<file path="src/rtl/sc_turn_arbiter.sv">
// sc_turn_arbiter: grants the shared shift register to one player at a time; optional idle-timeout turn pass via SC_TURN_ARBITER_TIMEOUT_EN
module sc_turn_arbiter #(
  parameter int MOVES_PER_TURN = 1,
  parameter int TIMEOUT_CYCLES = 50000000,
  parameter int TIMER_W = 26
) (
  input  logic       SC_TURN_ARBITER_CLOCK_50,
  input  logic       SC_TURN_ARBITER_RESET_InHigh,
  input  logic [1:0] SC_TURN_ARBITER_jug1_shiftselection_In,
  input  logic       SC_TURN_ARBITER_jug1_clear_InLow,
  input  logic [1:0] SC_TURN_ARBITER_jug2_shiftselection_In,
  input  logic       SC_TURN_ARBITER_jug2_clear_InLow,
  output logic [1:0] SC_TURN_ARBITER_shiftselection_Out,
  output logic       SC_TURN_ARBITER_clear_OutLow,
  output logic       SC_TURN_ARBITER_jug1_grant_Out,
  output logic       SC_TURN_ARBITER_jug2_grant_Out,
  output logic       SC_TURN_ARBITER_turn_Out,
  output logic       SC_TURN_ARBITER_timeout_Out
);
  localparam int CW = $clog2(MOVES_PER_TURN + 1);
  typedef enum logic [1:0] {IDLE, GRANT1, GRANT2, CLEAR} state_t;
  state_t state, passState;
  logic [CW-1:0] moveCount;
  logic [1:0] shiftReg, cmd;
  logic inGrant, clearReq, moveReq, lastMove;
  if (MOVES_PER_TURN < 1 || TIMER_W < 1 || TIMEOUT_CYCLES < 1) begin : gBadCfg
    $error("sc_turn_arbiter: invalid parameters");
  end
  always_comb begin
    inGrant = state == GRANT1 || state == GRANT2;
    cmd = state == GRANT2 ? SC_TURN_ARBITER_jug2_shiftselection_In : SC_TURN_ARBITER_jug1_shiftselection_In;
    clearReq = !SC_TURN_ARBITER_jug1_clear_InLow || !SC_TURN_ARBITER_jug2_clear_InLow;
    moveReq = inGrant && (cmd[0] ^ cmd[1]);
    lastMove = moveCount == CW'(MOVES_PER_TURN - 1);
    passState = state == GRANT1 ? GRANT2 : GRANT1;
  end
`ifdef SC_TURN_ARBITER_TIMEOUT_EN
  logic [TIMER_W-1:0] timer;
  logic timeoutReg, expired;
  assign expired = inGrant && !clearReq && !moveReq && timer == TIMER_W'(TIMEOUT_CYCLES - 1);
`endif
  always_ff @(posedge SC_TURN_ARBITER_CLOCK_50) begin
    if (SC_TURN_ARBITER_RESET_InHigh) begin
      state <= IDLE;
      moveCount <= '0;
      shiftReg <= 2'b11;
`ifdef SC_TURN_ARBITER_TIMEOUT_EN
      timer <= '0;
      timeoutReg <= 1'b0;
`endif
    end else begin
      shiftReg <= 2'b11;
      if (state == IDLE) state <= GRANT1;
      else if (clearReq) begin
        state <= CLEAR;
        moveCount <= '0;
      end else if (state == CLEAR) begin
        state <= GRANT1;
        moveCount <= '0;
      end else if (moveReq) begin
        shiftReg <= cmd;
        moveCount <= lastMove ? '0 : moveCount + 1'b1;
        if (lastMove) state <= passState;
      end
`ifdef SC_TURN_ARBITER_TIMEOUT_EN
      else if (expired) begin
        state <= passState;
        moveCount <= '0;
      end
      // timer only runs through idle grant cycles; any move, clear or pass restarts it
      timer <= (inGrant && !clearReq && !moveReq && !expired) ? timer + 1'b1 : '0;
      timeoutReg <= expired;
`endif
    end
  end
  assign SC_TURN_ARBITER_shiftselection_Out = shiftReg;
  assign SC_TURN_ARBITER_clear_OutLow = state != CLEAR;
  assign SC_TURN_ARBITER_jug1_grant_Out = state == GRANT1;
  assign SC_TURN_ARBITER_jug2_grant_Out = state == GRANT2;
  assign SC_TURN_ARBITER_turn_Out = state == GRANT2;
`ifdef SC_TURN_ARBITER_TIMEOUT_EN
  assign SC_TURN_ARBITER_timeout_Out = timeoutReg;
`else
  assign SC_TURN_ARBITER_timeout_Out = 1'b0;
`endif
endmodule
</file>
<file path="config.mk">
export PLATFORM = sky130hd
export DESIGN_NAME = sc_turn_arbiter
export DESIGN_NICKNAME = d
export VERILOG_FILES = /design/src/rtl/sc_turn_arbiter.sv
export SDC_FILE = /design/constraint.sdc
export NUM_CORES = 1
export LEC_CHECK = 0
export CELL_PAD_IN_SITES_DETAIL_PLACEMENT = 2
export CELL_PAD_IN_SITES_GLOBAL_PLACEMENT = 2
export CORE_MARGIN = 5
export CORE_UTILIZATION = 22
export CTS_BUF_LIST = sky130_fd_sc_hd__clkbuf_2
export DETAILED_ROUTE_END_ITERATION = 10
export PLACE_DENSITY_LB_ADDON = 0.1
export SETUP_SLACK_MARGIN = 0.1
export SLEW_MARGIN = 20
export SYNTH_ARGS = -nofsm -noshare
export SYNTH_HDL_FRONTEND = slang
export SYNTH_SLANG_ARGS = --single-unit
</file>
<file path="constraint.sdc">
create_clock -name SC_TURN_ARBITER_CLOCK_50 -period 2.1 [get_ports SC_TURN_ARBITER_CLOCK_50]
set_input_delay 0.525 -clock SC_TURN_ARBITER_CLOCK_50 [delete_from_list [all_inputs] [get_ports SC_TURN_ARBITER_CLOCK_50]]
set_output_delay 0.525 -clock SC_TURN_ARBITER_CLOCK_50 [all_outputs]
set_load 0.01 [all_outputs]
</file>
# Yosys cells after proc, flatten, opt, wreduce, memory -nomap -nowiden
# Index checks and enable logic that the tools add are counted.
[totals] ff_bits=5 input_bits=8
[op_classes] n_eq_ne=6 reduce_logical=13 n_addsub=1 mux=11 n_bitwise=3
[ops] cell="$mux W2" n=6
[ops] cell="$reduce_and A2 Y1" n=3
[ops] cell="$mux W1" n=5
[ops] cell="$reduce_or A5 Y1" n=1
[ops] cell="$eq A2 B2 Y1 const B" n=2
[ops] cell="$ne A4 B1 Y1 const B" n=1
[ops] cell="$reduce_bool A4 Y1" n=1
[ops] cell="$ne A3 B1 Y1 const B" n=1
[ops] cell="$reduce_bool A3 Y1" n=1
[ops] cell="$eq A2 B1 Y1 const B" n=1
[ops] cell="$logic_not A1 Y1" n=2
[ops] cell="$logic_not A2 Y1" n=1
[ops] cell="$logic_or A1 B1 Y1" n=2
[ops] cell="$ne A2 B2 Y1 const B" n=1
[ops] cell="$not A1 Y1" n=2
[ops] cell="$reduce_or A2 Y1" n=1
[ops] cell="$add A1 B1 Y1 const B" n=1
[ops] cell="$logic_and A1 B1 Y1" n=1
[ops] cell="$xor A1 B1 Y1" n=1

# Longest topological paths before layout
# Gate-level depths: netlist (run 1).
[depth] ltp_word=8 mapped_depth=6 mapped_depth_nobuf=6

# Worst setup path before layout (run 1)
# No wires, ideal clock.
[synth_timing] path_type="register to register" from="reg state[0]" to="reg state[1]" synth_period_minus_slack_ns=1.533 setup_slack_ns=0.567 arrival_time_ns=1.442 path_stages_with_launch=7 setup_ns=0.091 cell_sequence="dfxtp_1 -> inv_1 -> ha_1 -> nand2b_1 -> o22ai_1 -> or3_1 -> a311oi_1"
[synth_via] elab_chain_cells=6 word_cells_on_any_way=17 classes_between="eq/ne: 4; mux: 6; bitwise: 1; reduce/logical: 6"
[synth_rtl] element="start: declaration" line_no="22" rtl="state_t state, passState;"
[synth_rtl] element="start signal: assignment" line_no="63" rtl="if (lastMove) state <= passState;"
[synth_rtl] element="$eq A2 B2 Y1 (*)"
[synth_rtl] element="via SC_TURN_ARBITER_jug2_grant_Out" line_no="16" rtl="output logic SC_TURN_ARBITER_jug2_grant_Out,"
[synth_rtl] element="$mux W2" line_no="31" rtl="cmd = state == GRANT2 ? SC_TURN_ARBITER_jug2_shiftselection_In : SC_TURN_ARBITER_jug1_shiftselection_In;"
[synth_rtl] element="$xor A1 B1 Y1" line_no="33" rtl="moveReq = inGrant && (cmd[0] ^ cmd[1]);"
[synth_rtl] element="$logic_and A1 B1 Y1 (*)" line_no="33"
[synth_rtl] element="$reduce_bool A3 Y1 (no line) (*)"
[synth_rtl] element="$reduce_and A2 Y1 (no line) (*)"
# The timed path passes the listed nets; every way through them passes the cells marked *. The select of a mux whose other input is x is not followed.
# A chain may end at the register's enable or synchronous reset.

# Final worst setup path (run 1)
[layout_timing] from="in SC_TURN_ARBITER_jug2_shiftselection_In[1]" to="reg state[1]"
[layout_via] elab_chain_cells=5
[layout_rtl] element="start: declaration" line_no="11" rtl="input logic [1:0] SC_TURN_ARBITER_jug2_shiftselection_In,"
[layout_rtl] element="$mux W2" line_no="31"
[layout_rtl] element="$xor A1 B1 Y1" line_no="33"
[layout_rtl] element="$logic_and A1 B1 Y1" line_no="33"
[layout_rtl] element="$reduce_bool A3 Y1 (no line)"
[layout_rtl] element="$reduce_and A2 Y1 (no line)"
# No other way between the ends.

==> run_results.csv, run 1 <==
group,metric,value,unit
run_status,status,"complete, no violations",
floorplanning,die_w,47.8,um
flow_run,max_cap_violations,0,
clock_tree,clk_path_buf_depth,2,
worst_setup_path,required,2.20,ns
yosys,netlist_instances,35,
routing,drtIter0Drc,0,
sta,finalHoldViolations,0,
routing,remaining_drc_errors,0,
yosys,syn_nets,48,
clock_tree,cts_resized,0,
routing,first_pass_iters,1,
final_layout,drive_gt1_frac,0.160,
pwr,ir_drop,165,uV
placement,dpl.hpwl,783,um
clock_tree,cts_sinks,4,
clock_tree,worst_skew_pair.late_latency,0.20,ns
sta,setup_viol,0,
routing,wl_per_cell,14.2,um
global_routing,first_global_vias,350,
yosys,ys.flop_type,"dfxtp_1",
final_layout,nFillCells,157,
floorplanning,die_height,47.8,um
floorplanning,ioPinCount,15,
clock_tree,cts_buffers,3,
min_path,min_from,"state[0]",
yosys,yosysWarnings,0,
sta,hold_ws,0.631,ns
placement,io_buffers,13,
placement,gp_congestion,0.759,
floorplanning,start_util,0.235,
worst_setup_path,timing.rr.start,"state[0]",
clock_tree,cts_tree,"built",
worst_setup_path,cp_max_fo,3,
pwr,p_total,0.000244,W
worst_setup_path,critPathLaunch,"SC_TURN_ARBITER_jug2_shiftselection_In[1]",
routing,routed_wl,922,um
final_layout,fin_nets,65,
worst_setup_path,reg2reg_depth,7,
worst_setup_path,slowest_delay,0.46,ns
global_routing,grt_pass1_wl,1.46,mm
worst_setup_path,cp-start-kind,"primary input",
yosys,syn_area,314,um^2
worst_setup_path,critical_path.slowest_cell,"clkdlybuf4s50_1",
sta,slew_violations,0,
sta,finalCritPeriodShare,0.917,
global_routing,grt_max_degree,6,
clock_tree,clockRootBuffer,"clkbuf_2",
worst_setup_path,crit_type,"primary input to flip-flop",
final_layout,antennaDiodeCount,0,
yosys,synth-seq-cells,4,
clock_tree,cts_setup_buffers,0,
floorplanning,core,0.00133,mm^2
floorplanning,die_area,0.00228,mm^2
sta,timing.fmax,519,MHz
clock_tree,cts-htree-levels,1,
routing,drtAntennaViolNets,0,
routing,vias,299,
worst_setup_path,cp_cell_sequence,"clkdlybuf4s50_1, xnor2_1, o22ai_1, or3_1, a311oi_1",
yosys,ys_types,21,
pwr,power.density,518,mW/mm^2
min_path,min_path_type,"flip-flop to flip-flop",
min_path,hold_depth,2,
final_layout,area_growth,50.2,%
floorplanning,num_rows,13,
worst_setup_path,crit_arrival,2.02,ns
routing,viasPerCell,4.60,
pwr,p_leak,0.202,nW
sta,grt_setup_unrepaired,"no",
global_routing,overflow,0,
sta,worst_clock_skew,0.00464,ns
clock_tree,cts_hold_repair.buffers,0,
global_routing,antenna_found_initial,0,
global_routing,grtUsageTotal,0.0961,
yosys,ys_seq_area_frac,0.255,
sta,fin_crit,1.93,ns
yosys,synth_edf_count,0,
worst_setup_path,endpoint_kind,"flip-flop",
yosys,async_flop_share,0,
yosys,syn_avg_cell_area,8.97,um^2
clock_tree,path_clk_slew,0.05,ns
-- state kept, by name (all words and copies together), names as in the netlist --
signal                              flops
state                                   2
SC_TURN_ARBITER_shiftselection_Out      2
-- path summary, 6_finish.rpt --
check,slack (ns),end
worst min register to register,0.63,state[0]
worst max-delay path,0.17,state[1]
worst max register to register,0.36,state[1]
worst min-delay path,0.63,state[0]
-- synth_stat cells (2+ instances only) --
master,n,share of area
mux2i_1,2,0.064
nand2b_1,3,0.060
inv_1,3,0.036
ha_1,5,0.20
dfxtp_1,4,0.25
nand2_1,2,0.024
buf_4,2,0.048
-- worst max-delay path: cells and delay by family --
kind	cells	cell delay, ns
compound gates	2	0.45
xor+xnor	1	0.25
buf+inv	1	0.46
simple gates	1	0.33
-- layout by cell type (no fill, tap or decap) --
cell / instances
and2_0: 1
clkdlybuf4s50_1: 13
o22ai_1: 1
or3_1: 1
nor3_1: 1
mux2i_1: 2
nand2_1: 2
xnor2_2: 1
xnor2_1: 1
nand2b_1: 3
dfxtp_1: 3
inv_2: 1
a311oi_1: 1
a21oi_1: 1
dfxtp_2: 1
o21ai_0: 1
conb_1: 1
buf_4: 1
a22oi_1: 1
nor2b_1: 1
inv_1: 2
and3_2: 1
clkbuf_2: 3
and2_1: 1
ha_1: 5
-- through the flow --
step | area [um^2] | utilization | cells | worst slack (ns) | TNS (ns)
CTS | 470 | 0.353 | 65 | 0.121 | 0
detailed placement | 455 | 0.341 | 62 | -0.0312 | -0.0312
finish | 472 | 0.354 | 65 | 0.174 | 0
global route | 472 | 0.354 | 65 | 0.103 | 0
global placement | 455 | 0.341 | 62 | 0.106 | 0
floorplan | 314 | - | 35 | 0.567 | 0
-- layout make-up --
type                       count  area [um^2]  area share
sequential                     4         81.3       0.172
multi-input combinational     26          208       0.440
inverter                       3         11.3      0.0239
clock buffer                   3         15.0      0.0318
timing repair buffer          14          138       0.292
tap                           15         18.8      0.0398
-- routing by layer --
metal | track usage | routed length [um]
met1 | 0.0887 | 351
met2 | 0.174 | 474
met3 | 0.0226 | 77
met4 | 0.0806 | 19
met5 | 0 | 0
-- power by group --
part           internal (W)  switching (W)  leakage (nW)
Combinational     0.0000482      0.0000386         0.156
Clock             0.0000386      0.0000340        0.0125
Sequential        0.0000803     0.00000479        0.0330
-- cell families after synthesis --
family          after synthesis  share of synthesized area
fa+ha+maj                     5                      0.199
buf+inv                       5                     0.0836
other cells                   1                     0.0119
simple gates                 11                      0.203
compound gates                5                      0.104
mux                           2                     0.0637
flops                         4                      0.255
xor+xnor                      2                     0.0797
(Power assumes the default switching activity.)
==> inputs of run 2 (changes only) <==
--- a/config.mk
+++ b/config.mk
@@ -5,6 +5,7 @@
 export SDC_FILE = /design/constraint.sdc
 export NUM_CORES = 1
 export LEC_CHECK = 0
+export CAP_MARGIN = 25
 export CELL_PAD_IN_SITES_DETAIL_PLACEMENT = 2
 export CELL_PAD_IN_SITES_GLOBAL_PLACEMENT = 2
 export CORE_MARGIN = 5
==> results of run 2 <==
No change in the layout: final DEF, timing and power equal those of run 1.
==> inputs of run 3 (changes only) <==
--- a/config.mk
+++ b/config.mk
@@ -14,7 +14,7 @@
 export DETAILED_ROUTE_END_ITERATION = 10
 export PLACE_DENSITY_LB_ADDON = 0.1
 export SETUP_SLACK_MARGIN = 0.1
-export SLEW_MARGIN = 20
+export SLEW_MARGIN = 25
 export SYNTH_ARGS = -nofsm -noshare
 export SYNTH_HDL_FRONTEND = slang
 export SYNTH_SLANG_ARGS = --single-unit
==> results of run 3 <==
No change in the layout: final DEF, timing and power equal those of run 1.
